`src/rtl/sdram_init_ctrl.sv`:
```
// SDRAM power-up init sequencer and periodic refresh-request timer.
// Optional refresh timer: define SDRAM_REFRESH_TIMER_EN to build it in.
// T_RP, T_RFC and T_MRD are expected to be at least 2 cycles.
module sdram_init_ctrl #(
    parameter int          CLK_FREQ_MHZ = 100,
    parameter int          T_POWERUP_US = 200,
    parameter int          T_RP         = 2,
    parameter int          T_RFC        = 7,
    parameter int          T_MRD        = 2,
    parameter int          INIT_REF_CNT = 8,
    parameter logic [12:0] MODE_REG     = 13'h0032,
    parameter int          REF_INTERVAL = 780
) (
    input  logic        clk_100m,
    input  logic        rst,
    input  logic        pll_locked,
    output logic        sdram_cke,
    output logic        sdram_cs_n,
    output logic        sdram_ras_n,
    output logic        sdram_cas_n,
    output logic        sdram_we_n,
    output logic [1:0]  sdram_ba,
    output logic [12:0] sdram_addr,
    output logic        init_done,
    output logic        ref_req,
    input  logic        ref_ack,
    output logic        ref_miss
);

    localparam int PWR_CYC = CLK_FREQ_MHZ * T_POWERUP_US;
    localparam int MAX_A   = (PWR_CYC > T_RFC) ? PWR_CYC : T_RFC;
    localparam int MAX_B   = (T_RP > T_MRD) ? T_RP : T_MRD;
    localparam int MAXV    = (MAX_A > MAX_B) ? MAX_A : MAX_B;
    localparam int CW      = $clog2(MAXV + 1);
    localparam int RW      = $clog2(INIT_REF_CNT + 1);

    localparam logic [3:0] CMD_INH = 4'b1111;
    localparam logic [3:0] CMD_NOP = 4'b0111;
    localparam logic [3:0] CMD_PRE = 4'b0010;
    localparam logic [3:0] CMD_REF = 4'b0001;
    localparam logic [3:0] CMD_LMR = 4'b0000;

    typedef enum logic [3:0] {
        IDLE,
        WAIT_PWR,
        PRECHARGE,
        WAIT_RP,
        REFRESH,
        WAIT_RFC,
        LOAD_MODE,
        WAIT_MRD,
        DONE
    } state_t;

    state_t          state;
    logic            lock_s1;
    logic            lock_sync;
    logic [CW-1:0]   wcnt;
    logic [RW-1:0]   nref;
    logic [3:0]      cmd;
    logic [1:0]      ba_q;
    logic [12:0]     addr_q;
    logic            cke_q;
    logic            done_q;

    assign {sdram_cs_n, sdram_ras_n, sdram_cas_n, sdram_we_n} = cmd;
    assign sdram_cke  = cke_q;
    assign sdram_ba   = ba_q;
    assign sdram_addr = addr_q;
    assign init_done  = done_q;

    // Two-flop synchronizer for the asynchronous PLL lock status.
    always_ff @(posedge clk_100m) begin
        if (rst) begin
            lock_s1   <= 1'b0;
            lock_sync <= 1'b0;
        end else begin
            lock_s1   <= pll_locked;
            lock_sync <= lock_s1;
        end
    end

    // Init sequencer; lock loss before DONE behaves like a reset.
    always_ff @(posedge clk_100m) begin
        if (rst || (!lock_sync && state != DONE)) begin
            state  <= IDLE;
            wcnt   <= '0;
            nref   <= '0;
            cke_q  <= 1'b0;
            cmd    <= CMD_INH;
            ba_q   <= '0;
            addr_q <= '0;
            done_q <= 1'b0;
        end else begin
            cmd    <= CMD_NOP;
            ba_q   <= '0;
            addr_q <= '0;
            unique case (state)
                IDLE: begin
                    cke_q <= 1'b1;
                    nref  <= '0;
                    wcnt  <= CW'(PWR_CYC - 1);
                    state <= WAIT_PWR;
                end
                WAIT_PWR: begin
                    if (wcnt == '0) begin
                        state  <= PRECHARGE;
                        cmd    <= CMD_PRE;
                        addr_q <= 13'h0400;
                    end else begin
                        wcnt <= wcnt - 1'b1;
                    end
                end
                PRECHARGE: begin
                    wcnt  <= CW'(T_RP - 2);
                    state <= WAIT_RP;
                end
                WAIT_RP: begin
                    if (wcnt == '0) begin
                        state <= REFRESH;
                        cmd   <= CMD_REF;
                    end else begin
                        wcnt <= wcnt - 1'b1;
                    end
                end
                REFRESH: begin
                    nref  <= nref + 1'b1;
                    wcnt  <= CW'(T_RFC - 2);
                    state <= WAIT_RFC;
                end
                WAIT_RFC: begin
                    if (wcnt != '0) begin
                        wcnt <= wcnt - 1'b1;
                    end else if (nref == RW'(INIT_REF_CNT)) begin
                        state  <= LOAD_MODE;
                        cmd    <= CMD_LMR;
                        addr_q <= MODE_REG;
                    end else begin
                        state <= REFRESH;
                        cmd   <= CMD_REF;
                    end
                end
                LOAD_MODE: begin
                    wcnt  <= CW'(T_MRD - 2);
                    state <= WAIT_MRD;
                end
                WAIT_MRD: begin
                    if (wcnt == '0) begin
                        state  <= DONE;
                        done_q <= 1'b1;
                    end else begin
                        wcnt <= wcnt - 1'b1;
                    end
                end
                DONE: begin
                    done_q <= 1'b1;
                end
                default: begin
                    state <= IDLE;
                end
            endcase
        end
    end

`ifdef SDRAM_REFRESH_TIMER_EN
    localparam int RCW = $clog2(REF_INTERVAL + 1);

    logic [RCW-1:0] rcnt;
    logic           req_q;
    logic           miss_q;
    logic           wrap;

    assign wrap     = (rcnt == RCW'(REF_INTERVAL - 1));
    assign ref_req  = req_q;
    assign ref_miss = miss_q;

    // Free-running interval timer; a wrap wins over a same-cycle ack.
    always_ff @(posedge clk_100m) begin
        if (rst || state != DONE) begin
            rcnt   <= '0;
            req_q  <= 1'b0;
            miss_q <= 1'b0;
        end else begin
            miss_q <= 1'b0;
            if (wrap) begin
                rcnt   <= '0;
                req_q  <= 1'b1;
                miss_q <= req_q && !ref_ack;
            end else begin
                rcnt <= rcnt + 1'b1;
                if (ref_ack) begin
                    req_q <= 1'b0;
                end
            end
        end
    end
`else
    logic unused_ack;

    assign unused_ack = ref_ack;
    assign ref_req    = 1'b0;
    assign ref_miss   = 1'b0;
`endif

endmodule

```
`config.mk`:
```
export PLATFORM = sky130hd
export DESIGN_NAME = sdram_init_ctrl
export DESIGN_NICKNAME = d
export VERILOG_FILES = /design/src/rtl/sdram_init_ctrl.sv
export SDC_FILE = /design/constraint.sdc
export NUM_CORES = 1
export LEC_CHECK = 0
export CAP_MARGIN = 15
export CORE_MARGIN = 2
export CORE_UTILIZATION = 42
export DETAILED_ROUTE_END_ITERATION = 12
export GPL_ROUTABILITY_DRIVEN = 0
export GPL_TIMING_DRIVEN = 0
export HOLD_SLACK_MARGIN = 0.08
export SLEW_MARGIN = 10
export SYNTH_ARGS = -nofsm -noshare
export SYNTH_HDL_FRONTEND = slang
export SYNTH_SLANG_ARGS = --single-unit
```
`constraint.sdc`:
```
create_clock -name clk_100m -period 4.2 [get_ports clk_100m]
set_input_delay 0.84 -clock clk_100m [delete_from_list [all_inputs] [get_ports clk_100m]]
set_output_delay 0.84 -clock clk_100m [all_outputs]
set_load 0.02 [all_outputs]
```
==> metrics <==
CTS root buf=clkbuf_8; clock network fraction of total power=between 30% and 40%; Comb power frac=around an eighth; Netlist cell types=53; area grow syn2layout=17.0%; RSZ-0062 raised after global routing=no; Max-Cap Viols=0; Reg-to-Reg End=state[3]$_SDFFE_PP0P_; Synth top area share=between 30% and 40%; CP cell instances=buf_4 > clkdlybuf4s50_1; DR iter-0 viols=60; sequential cell area fraction in the yosys report=between 30% and 40%; TritonCTS buffer count=5; Sw Pwr=166 uW; # diodes=0; Crit-path slowest cell=clkdlybuf4s50_1; Power Internal=~480 uW; DRT Wirelength=slightly above 4000 um; top cells by area, synth=dfxtp_1 35%, buf_4 6.4%, nand2_1 4.0%; Total GRT Usage=around 18%; die area=approximately 0.005 sq mm; via count=between 1500 and 2000; CTS tree=done; worst min path class=reg -> reg; largest net degree at the start of global routing=11; FF-to-FF path depth=7; endpoints failing hold=0; # DRC=0; final core occ=between 50% and 60%; antenna violations before repair=0; largest area contributor in the netlist=dfxtp_1; Layout Skew=0.00513 ns; data arrival time of the critical path=1.32 ns; hpwl dp=2960 um; GRT Residual Overflow=0; reg2reg start=wcnt[0]$_SDFFE_PP0P_; ratio of cells with drive above 1 in the final layout=around 16%; Die X=between 70 and 80 um; clock slew at reported path FFs=0.06 ns; wire per inst=13.4 um; clk buf depth=2; hold slack=approximately 0.44 ns; switching part of the total=between 20% and 30%; PwrDens=295 mW/mm^2; Vias/cell=5.28; Post-CTS Setup Repair Bufs=0; first-pass GRT wire length=7020 um; Tcrit/Tclk final=about 52%; Mapped Area=roughly 0.0019 sq mm; worst-skew pair later-pin latency=a little under 0.3 ns; vias in the first global route=approximately 1500; Largest stage delay, worst path=around 0.58 ns; Post-CTS Resized=0; CP Launch Type=flip-flop; r2r setup slk=between 2 and 2.5 ns; relative slew slack=between 50% and 60%; I/O Pins=27; Main synth FF type=dfxtp_1; Core ar.=roughly 0.0043 sq mm; post-detailed-route count of antenna-violating nets=0; Setup TNS=0 ns; CP endpoint kind=primary output; Final nets=between 200 and 300; drt pass-1 iters=4; worst-margin pin slew=between 0.7 and 0.8 ns; Die Ht=slightly above 70 um; Post-synth ARST share=0%; final setup fails=0; top cells by count, synth=33 x dfxtp_1, 20 x nand2_1, 16 x buf_4; status=finished clean; CP Class=reg -> out; fin crit period=approximately 2.2 ns; hold buffer count at cts=0; Crit Path Max Fanout=3; last element of the critical path=sdram_addr[4]; fmax=roughly 460 MHz; synthesized area per cell=about 8.4 sq um; Port Buffer Count=12; P_leak=approximately 0.88 nW; CP Launch Point=sdram_addr[5]$_SDFF_PP0_; Final Max Slew Viols=0; Yosys warning total=0; number of synthesized register bits=33; H-tree depth=2; number of synthesized flops with an enable pin=0; Starting Density=a little over two fifths; row cnt=24; cells after synthesis=~220; Flop pwr share=49.8%; top-count cell post-synth=dfxtp_1; Sink Count=33; VDD IR max=around 0.22 mV; Critical Path RT=3.36 ns
through the flow:
stage / setup slack (ns) / total power [mW] / instance area [sq um] / std cells
6_report: 2.04 / 0.644 / 2180 / 305
5_1_grt: 1.97 / 0.666 / 2180 / 305
4_1_cts: 2.02 / 0.647 / 2180 / 305
3_5_place_dp: 1.96 / 0.407 / 2100 / 298
3_3_place_gp: 1.98 / 0.406 / 2100 / 298
2_1_floorplan: 2.44 / 0.390 / 1910 / 234
power by group through the flow:
stage	clock network [mW]	logic [mW]	registers, mW
final	0.244	0.0797	0.320
after global routing	0.258	0.0871	0.321
after CTS	0.247	0.0792	0.320
after detailed placement	0	0.0791	0.328
after global placement	0	0.0787	0.327
after floorplan	0	0.0624	0.327
final cells by class:
| type | count | area [sq um] |
|---|---|---|
| Tap cell | 52 | 65.1 |
| Fill cell | 432 | 2140 |
| Sequential cell | 33 | 661 |
| Timing Repair Buffer | 12 | 120 |
| Multi-Input combinational cell | 161 | 1010 |
| Buffer | 30 | 199 |
| Inverter | 10 | 37.5 |
| Clock buffer | 7 | 86.3 |
cells in the final DEF (no fill, tap or decap), types with 9 or more instances in the layout:
master / Yosys / layout
dfxtp_1: 33 / 33
inv_1: 9 / 9
nor2_1: 14 / 14
buf_4: 16 / 16
clkdlybuf4s50_1: 0 / 12
nor3_1: 9 / 9
a21oi_1: 13 / 13
conb_1: 1 / 13
nand2_1: 20 / 20
sequential cells by signal, indices dropped and copies added, names as in the netlist:
| register | cells |
|---|---|
| cmd | 4 |
| init_done | 1 |
| lock_s1 | 1 |
| lock_sync | 1 |
| nref | 4 |
| sdram_addr | 2 |
| sdram_cke | 1 |
| state | 4 |
| wcnt | 15 |
metal layers:
layer	routed length [um]	vias up	track usage (%)	part of all wire, %
met5	0	-	0	0
met2	1840	31	26.6	45
met3	191	7	4.99	4.7
met4	66	0	7.97	1.6
li1	-	835	-	-
met1	2000	737	23.9	49
critical path, delay by kind of cell (launching register included):
family   cells  cell delay (ns)
buf+inv      2             0.69
flops        1             0.34
kinds of logic (layout without fill, tap and decap cells):
| logic type | count (synthesis) | in the layout | share of synthesized area (%) |
|---|---|---|---|
| compound gates | 52 | 52 | 19.8 |
| fa+ha+maj | 4 | 4 | 2.68 |
| flops | 33 | 33 | 35.4 |
| buf+inv | 40 | 59 | 12.7 |
| mux | 1 | 1 | 0.537 |
| other cells | 1 | 13 | 0.201 |
| xor+xnor | 3 | 3 | 1.41 |
| simple gates | 88 | 88 | 27.3 |
worst min path at each step:
| stage | from | end | slack (ns) | cells after the start |
|---|---|---|---|---|
| 2_1_floorplan | lock_s1$_SDFF_PP0_ | lock_sync$_SDFF_PP0_ | 0.41 | 1 |
| 3_3_place_gp | lock_s1$_SDFF_PP0_ | lock_sync$_SDFF_PP0_ | 0.42 | 1 |
| 3_5_place_dp | lock_s1$_SDFF_PP0_ | lock_sync$_SDFF_PP0_ | 0.43 | 1 |
| 4_1_cts | lock_s1$_SDFF_PP0_ | lock_sync$_SDFF_PP0_ | 0.45 | 1 |
| 5_1_grt | lock_s1$_SDFF_PP0_ | lock_sync$_SDFF_PP0_ | 0.46 | 1 |
| 6_report | lock_s1$_SDFF_PP0_ | lock_sync$_SDFF_PP0_ | 0.44 | 1 |
Note: power is estimated with default switching activity, not from simulation.
